### src/rtl/morse_tone_sequencer.sv
// morse_tone_sequencer
//   Plays one Morse character per request on the piezo PWM generator. Each
//   symbol becomes a one-cycle piezo_enable pulse carrying duration (ms) and
//   frequency (Hz). The generator has no done output, so this block times the
//   tones, the inter-symbol gaps and the character gap itself.
//
//   Optional feature macro: MORSE_SEQ_CLICK_EN (adds click_req and a short
//   key-click tone issued from IDLE).
//
// Ports
//   clk, rst_n             clock, asynchronous active-low reset
//   code_valid/code_ready  character handshake (ready only in IDLE)
//   code_len, code_bits    symbol count (0 = word space, >5 clamps to 5);
//                          bit0 = first symbol, 1 = dash, 0 = dot
//   abort                  drop the remaining symbols of the current character
//   busy                   inverse of code_ready
//   done, aborted          one-cycle completion pulse, aborted qualifies it
//   piezo_enable           one-cycle start pulse to piezo_controller
//   piezo_duration/_freq   tone parameters, held until the next enable
//   click_req              (MORSE_SEQ_CLICK_EN only) key-click request
//
// state | meaning
// IDLE  | ready for a code (or a click request)
// TONE  | enable pulse cycle; tone timer already running
// TWAIT | remainder of the tone duration
// GAP   | 1-unit inter-symbol gap
// CGAP  | 3-unit character gap
// WGAP  | 7-unit word space, no tone
// FIN   | done pulse
// CLICK | click tone plus 1 ms margin (click build only)
module morse_tone_sequencer #(
  parameter int CLK_FREQ = 50_000_000,
  parameter int UNIT_MS  = 100,
  parameter int TONE_HZ  = 800,
  parameter int CLICK_MS = 20,
  parameter int CLICK_HZ = 2000
) (
  input  logic        clk,
  input  logic        rst_n,
  input  logic        code_valid,
  output logic        code_ready,
  input  logic [2:0]  code_len,
  input  logic [4:0]  code_bits,
  input  logic        abort,
  output logic        busy,
  output logic        done,
  output logic        aborted,
  output logic        piezo_enable,
  output logic [15:0] piezo_duration,
  output logic [15:0] piezo_frequency
`ifdef MORSE_SEQ_CLICK_EN
  ,
  input  logic        click_req
`endif
);

  localparam int TICK    = CLK_FREQ / 1000;
  localparam int PRESC_W = (TICK > 1) ? $clog2(TICK) : 1;
  // 7 units can exceed 16 bits when 3 units just fit.
  localparam int MS_W    = 20;

  localparam logic [PRESC_W-1:0] PRESC_LAST = PRESC_W'(TICK - 1);
  localparam logic [MS_W-1:0]    GAP_MS     = MS_W'(UNIT_MS);
  localparam logic [MS_W-1:0]    CGAP_MS    = MS_W'(3 * UNIT_MS);
  localparam logic [MS_W-1:0]    WGAP_MS    = MS_W'(7 * UNIT_MS);
  localparam logic [15:0]        DOT_DUR    = 16'(UNIT_MS);
  localparam logic [15:0]        DASH_DUR   = 16'(3 * UNIT_MS);
  localparam logic [15:0]        TONE_FREQ  = 16'(TONE_HZ);

  typedef enum logic [2:0] {
    S_IDLE,
    S_TONE,
    S_TWAIT,
    S_GAP,
    S_CGAP,
    S_WGAP,
    S_FIN
`ifdef MORSE_SEQ_CLICK_EN
    ,
    S_CLICK
`endif
  } state_t;

  state_t             state;
  logic [PRESC_W-1:0] presc;
  logic [MS_W-1:0]    ms_cnt;
  logic [2:0]         len_q;
  logic [4:0]         bits_q;
  logic [2:0]         sym_idx;
  logic               abort_q;

  logic [MS_W-1:0]    target;
  logic               tick;
  logic               ms_done;
  logic               last_sym;
  state_t             tone_next;

`ifdef MORSE_SEQ_CLICK_EN
  localparam logic [MS_W-1:0] CLICK_WAIT_MS = MS_W'(CLICK_MS + 1);
  localparam logic [15:0]     CLICK_DUR     = 16'(CLICK_MS);
  localparam logic [15:0]     CLICK_FREQ    = 16'(CLICK_HZ);
`else
  logic unused_click_params;
  assign unused_click_params = ^{CLICK_MS[0], CLICK_HZ[0]};
`endif

  assign code_ready = (state == S_IDLE);
  assign busy       = ~code_ready;

  always_comb begin
    target = '0;
    case (state)
      S_TONE, S_TWAIT: target = {{(MS_W-16){1'b0}}, piezo_duration};
      S_GAP:           target = GAP_MS;
      S_CGAP:          target = CGAP_MS;
      S_WGAP:          target = WGAP_MS;
`ifdef MORSE_SEQ_CLICK_EN
      S_CLICK:         target = CLICK_WAIT_MS;
`endif
      default:         target = '0;
    endcase
  end

  // The cycle that completes ms number "target" is the last cycle of the wait.
  assign tick     = (presc == PRESC_LAST);
  assign ms_done  = tick && ((ms_cnt + 1'b1) == target);
  assign last_sym = (sym_idx == (len_q - 3'd1));
  // An abort during the tone lets the tone finish, then skips to the char gap.
  assign tone_next = (abort_q || abort || last_sym) ? S_CGAP : S_GAP;

  always_ff @(posedge clk or negedge rst_n) begin
    if (!rst_n) begin
      state           <= S_IDLE;
      presc           <= '0;
      ms_cnt          <= '0;
      len_q           <= '0;
      bits_q          <= '0;
      sym_idx         <= '0;
      abort_q         <= 1'b0;
      done            <= 1'b0;
      aborted         <= 1'b0;
      piezo_enable    <= 1'b0;
      piezo_duration  <= '0;
      piezo_frequency <= '0;
    end else begin
      piezo_enable <= 1'b0;
      done         <= 1'b0;
      aborted      <= 1'b0;

      if (tick) begin
        presc  <= '0;
        ms_cnt <= ms_cnt + 1'b1;
      end else begin
        presc <= presc + 1'b1;
      end

      case (state)
        S_IDLE: begin
          presc  <= '0;
          ms_cnt <= '0;
          if (code_valid) begin
            abort_q <= 1'b0;
            sym_idx <= '0;
            bits_q  <= code_bits;
            len_q   <= (code_len > 3'd5) ? 3'd5 : code_len;
            if (code_len == 3'd0) begin
              state <= S_WGAP;
            end else begin
              state           <= S_TONE;
              piezo_enable    <= 1'b1;
              piezo_duration  <= code_bits[0] ? DASH_DUR : DOT_DUR;
              piezo_frequency <= TONE_FREQ;
            end
          end
`ifdef MORSE_SEQ_CLICK_EN
          else if (click_req) begin
            state           <= S_CLICK;
            piezo_enable    <= 1'b1;
            piezo_duration  <= CLICK_DUR;
            piezo_frequency <= CLICK_FREQ;
          end
`endif
        end

        S_TONE, S_TWAIT: begin
          if (abort) abort_q <= 1'b1;
          if (ms_done) begin
            state  <= tone_next;
            presc  <= '0;
            ms_cnt <= '0;
          end else begin
            state <= S_TWAIT;
          end
        end

        S_GAP: begin
          if (abort) begin
            abort_q <= 1'b1;
            state   <= S_CGAP;
            presc   <= '0;
            ms_cnt  <= '0;
          end else if (ms_done) begin
            state           <= S_TONE;
            sym_idx         <= sym_idx + 3'd1;
            bits_q          <= bits_q >> 1;
            piezo_enable    <= 1'b1;
            piezo_duration  <= bits_q[1] ? DASH_DUR : DOT_DUR;
            piezo_frequency <= TONE_FREQ;
            presc           <= '0;
            ms_cnt          <= '0;
          end
        end

        S_CGAP, S_WGAP: begin
          if (ms_done) begin
            state   <= S_FIN;
            done    <= 1'b1;
            aborted <= abort_q;
          end
        end

        S_FIN: begin
          state  <= S_IDLE;
          presc  <= '0;
          ms_cnt <= '0;
        end

`ifdef MORSE_SEQ_CLICK_EN
        S_CLICK: begin
          if (ms_done) state <= S_IDLE;
        end
`endif

        default: state <= S_IDLE;
      endcase
    end
  end

endmodule
### config.mk
export PLATFORM = sky130hd
export DESIGN_NAME = morse_tone_sequencer
export DESIGN_NICKNAME = d
export VERILOG_FILES = /design/src/rtl/morse_tone_sequencer.sv
export SDC_FILE = /design/constraint.sdc
export NUM_CORES = 1
export LEC_CHECK = 0
export ABC_AREA = 1
export BUFFER_PORTS_ARGS = -buffer_cell sky130_fd_sc_hd__buf_2
export CORE_ASPECT_RATIO = 2
export CORE_MARGIN = 2
export CORE_UTILIZATION = 59
export CTS_CLUSTER_SIZE = 16
export DETAILED_ROUTE_END_ITERATION = 8
export PLACE_DENSITY = 0.81
export SYNTH_ARGS = -nofsm -noshare
export SYNTH_HDL_FRONTEND = slang
export SYNTH_SLANG_ARGS = --single-unit
### constraint.sdc
create_clock -name clk -period 2.8 [get_ports clk]
set_input_delay 0.14 -clock clk [delete_from_list [all_inputs] [get_ports clk]]
set_output_delay 0.14 -clock clk [all_outputs]
set_load 0.01 [all_outputs]
==> qor.txt <==
CP required = 2.99 ns
Setup crit end kind = flop
Num CTS Buffers = 5
Power Density = 724.5 nW/µm²
Die area = 7615 µm²
Reg-to-Reg End = ms_cnt[9]
Vias in the first global route = 3872
RSZ-0062 raised after global routing = no
Final Non-Filler Cells = 740
Yosys warnings = 0
Worst r2r src = ms_cnt[0]
Sequential area share after synthesis = 0.3445
# clock sinks = 56
Clk buf depth = 2
Vias per cell = 5.350
Fin nets = 667
Largest fanout on the critical path = 10
Syn Area/Cell = 6.477 µm²
Maximum vdd drop = 0.0006442 V
Setup TNS Final = 0 ns
Antenna diodes = 0
Asr flop ratio synth = 1.000
Most common cell after layout, fill and taps aside = nand2_1
Number of I/O port buffers = 24
Placed cells = 732
Slew margin rel. = 0.3125
DR pass1 iterations = 5
Initial Util = 0.6143
FMAX = 395.2 MHz
Initial antenna violation count = 0
Crit Path Class = reg2reg
Design area = 4364 µm²
EDFF count, synth = 0
Worst Hold Class = in2async
ANT nets after route = 0
Max Slew Vio Count = 0
First-pass GRT wire length = 17570 µm
Worst-Skew Late Latency = 0.30 ns
Top_reg_cell synth = dfrtp_1
Setup bufs post-CTS = 0
Storage cell area = 1401 µm²
Chip width = 62.71 µm
Drt initial violations = 201
GRT Total Usage = 0.3013
Critical path startpoint category = flop
Area grow syn2layout = 7.290%
I/O pins = 49
Share of post-route cells with drive strength above 1 = 0.09663
WL final = 10860 µm
GRT overflow = 0
Die height = 121.4 µm
TritonCTS clock tree = built
Pleak = 2.233 nW
Status = finished clean
Most frequent cells in the layout = nand2_1 (208), nor2_1 (97), inv_1 (69), dfrtp_1 (56), nand3_1 (48)
HPWL Detailed = 8642 µm
Cell area after synthesis = 4068 µm²
Fill cells = 649
Yosys reg bits = 56
Final Setup Violations = 0
Drt wl/cell = 14.68 µm
Synth unique cells = 36
Clock slew at reported path FFs = 0.07 ns
Core area = 6621 µm²
Site row count = 42
Hold buffer count at cts = 0
H-tree levels = 2
Multi-input logic area = 2231 µm²
Placer Congestion = 0.9815
Final period util = 0.9038
Min cycle time layout = 2.531 ns
Max-Cap Viols = 0
Cts repair resizes = 0
CTS root buf = clkbuf_16
Via count = 3959
Setup slack, reg-to-reg = 0.27 ns
Worst Max-Slew Pin Slew = 1.031 ns
Largest net degree at the start of global routing = 45
Final Skew = 0.003580 ns
Syn Inst Count = 628
Final hold viol count = 0
DRC viols = 0
Post-place instance area = 4165 µm²
Crit path DAT = 2.72 ns
Worst R2R Path Depth = 15
## cell usage after synthesis, types with 4 or more instances
| cell | n | area share |
|---|---|---|
| nor2_1 | 97 | 0.090 |
| nand3_1 | 48 | 0.059 |
| ha_1 | 4 | 0.012 |
| inv_1 | 69 | 0.064 |
| a21oi_1 | 10 | 0.012 |
| nor2_4 | 4 | 0.011 |
| o21ai_0 | 28 | 0.034 |
| buf_4 | 33 | 0.061 |
| dfrtp_1 | 56 | 0.34 |
| nand4_1 | 18 | 0.028 |
| nand2_1 | 208 | 0.19 |
| o21ai_1 | 4 | 0.0049 |
| nand2_2 | 5 | 0.0077 |
| nor2_2 | 6 | 0.0092 |
| nor3_1 | 6 | 0.0074 |
## report_power, final
group	switching (W)	leakage [nW]	internal (W)
Clock	0.000310	0.0944	0.000516
Sequential	0.000104	0.753	0.000928
Combinational	0.000900	1.39	0.000404
## cell type report
cell class	instances	area share
clock buffer	5	0.02867
clock inverter	3	0.01577
inverter	70	0.06021
multi-input combinational	488	0.5112
sequential	56	0.3211
tap	88	0.02523
timing repair buffer	30	0.03784
## per-layer routing
metal  wire (µm)  track usage  vias to the layer above
met2        6083       0.5887                      115
met1        3631       0.2753                     1820
met5           0            0                        -
met3         369      0.03247                       45
met4         778       0.2264                        0
li1            -            -                     1979
## critical path: stages, from the launching register on
cell and delay, ns:
dfrtp_1 0.45, ha_1 0.24, nand2_1 0.14, nor2_4 0.24
nand4_1 0.13, nand2_1 0.14, nand2_1 0.06, nor2_1 0.12
nand2_1 0.07, nor2_1 0.20, nand2_1 0.10, nor2_2 0.13
nand2_1 0.06, nand2_1 0.08, buf_4 0.19, nor2_1 0.06
## cell families after synthesis
| family | after synthesis | synth area share |
|---|---|---|
| AOI/OAI and AO/OA | 49 | 0.06614 |
| xor gates and xnor gates | 5 | 0.01077 |
| adders and majority gates | 4 | 0.01230 |
| buffers and inverters | 107 | 0.1295 |
| DFF | 56 | 0.3445 |
| muxes | 1 | 0.002768 |
| other | 1 | 0.0009219 |
| and+or+nand+nor | 405 | 0.4331 |
## flip-flops by register name, indices dropped and copies added (netlist names)
signal           cells
aborted              1
abort_q              1
sym_idx              3
ms_cnt              20
piezo_enable         1
done                 1
state                3
len_q                3
bits_q               4
piezo_frequency      1
piezo_duration       2
presc               16
## per-stage QoR
stage               power, W  worst slack, ns    util  hold WS (ns)
global route        0.003384          0.05245  0.6591       0.08830
detailed placement  0.002339           0.2496  0.6291        0.3692
floorplan           0.001991           0.6880       -       -0.1556
finish              0.003162           0.2694  0.6591      0.002884
CTS                 0.003164           0.2109  0.6584       0.04923
global placement    0.002295           0.3161  0.6291        0.3677
## worst max-delay path by stage
stage / start / end / depth (start not counted)
5_1_grt: ms_cnt[2] / bits_q[2] / 13
6_report: ms_cnt[0] / ms_cnt[9] / 15
3_3_place_gp: ms_cnt[0] / ms_cnt[7] / 15
2_1_floorplan: ms_cnt[0] / sym_idx[2] / 15
4_1_cts: ms_cnt[0] / ms_cnt[9] / 15
3_5_place_dp: ms_cnt[0] / ms_cnt[9] / 15
Power figures use the tool's default switching activity.
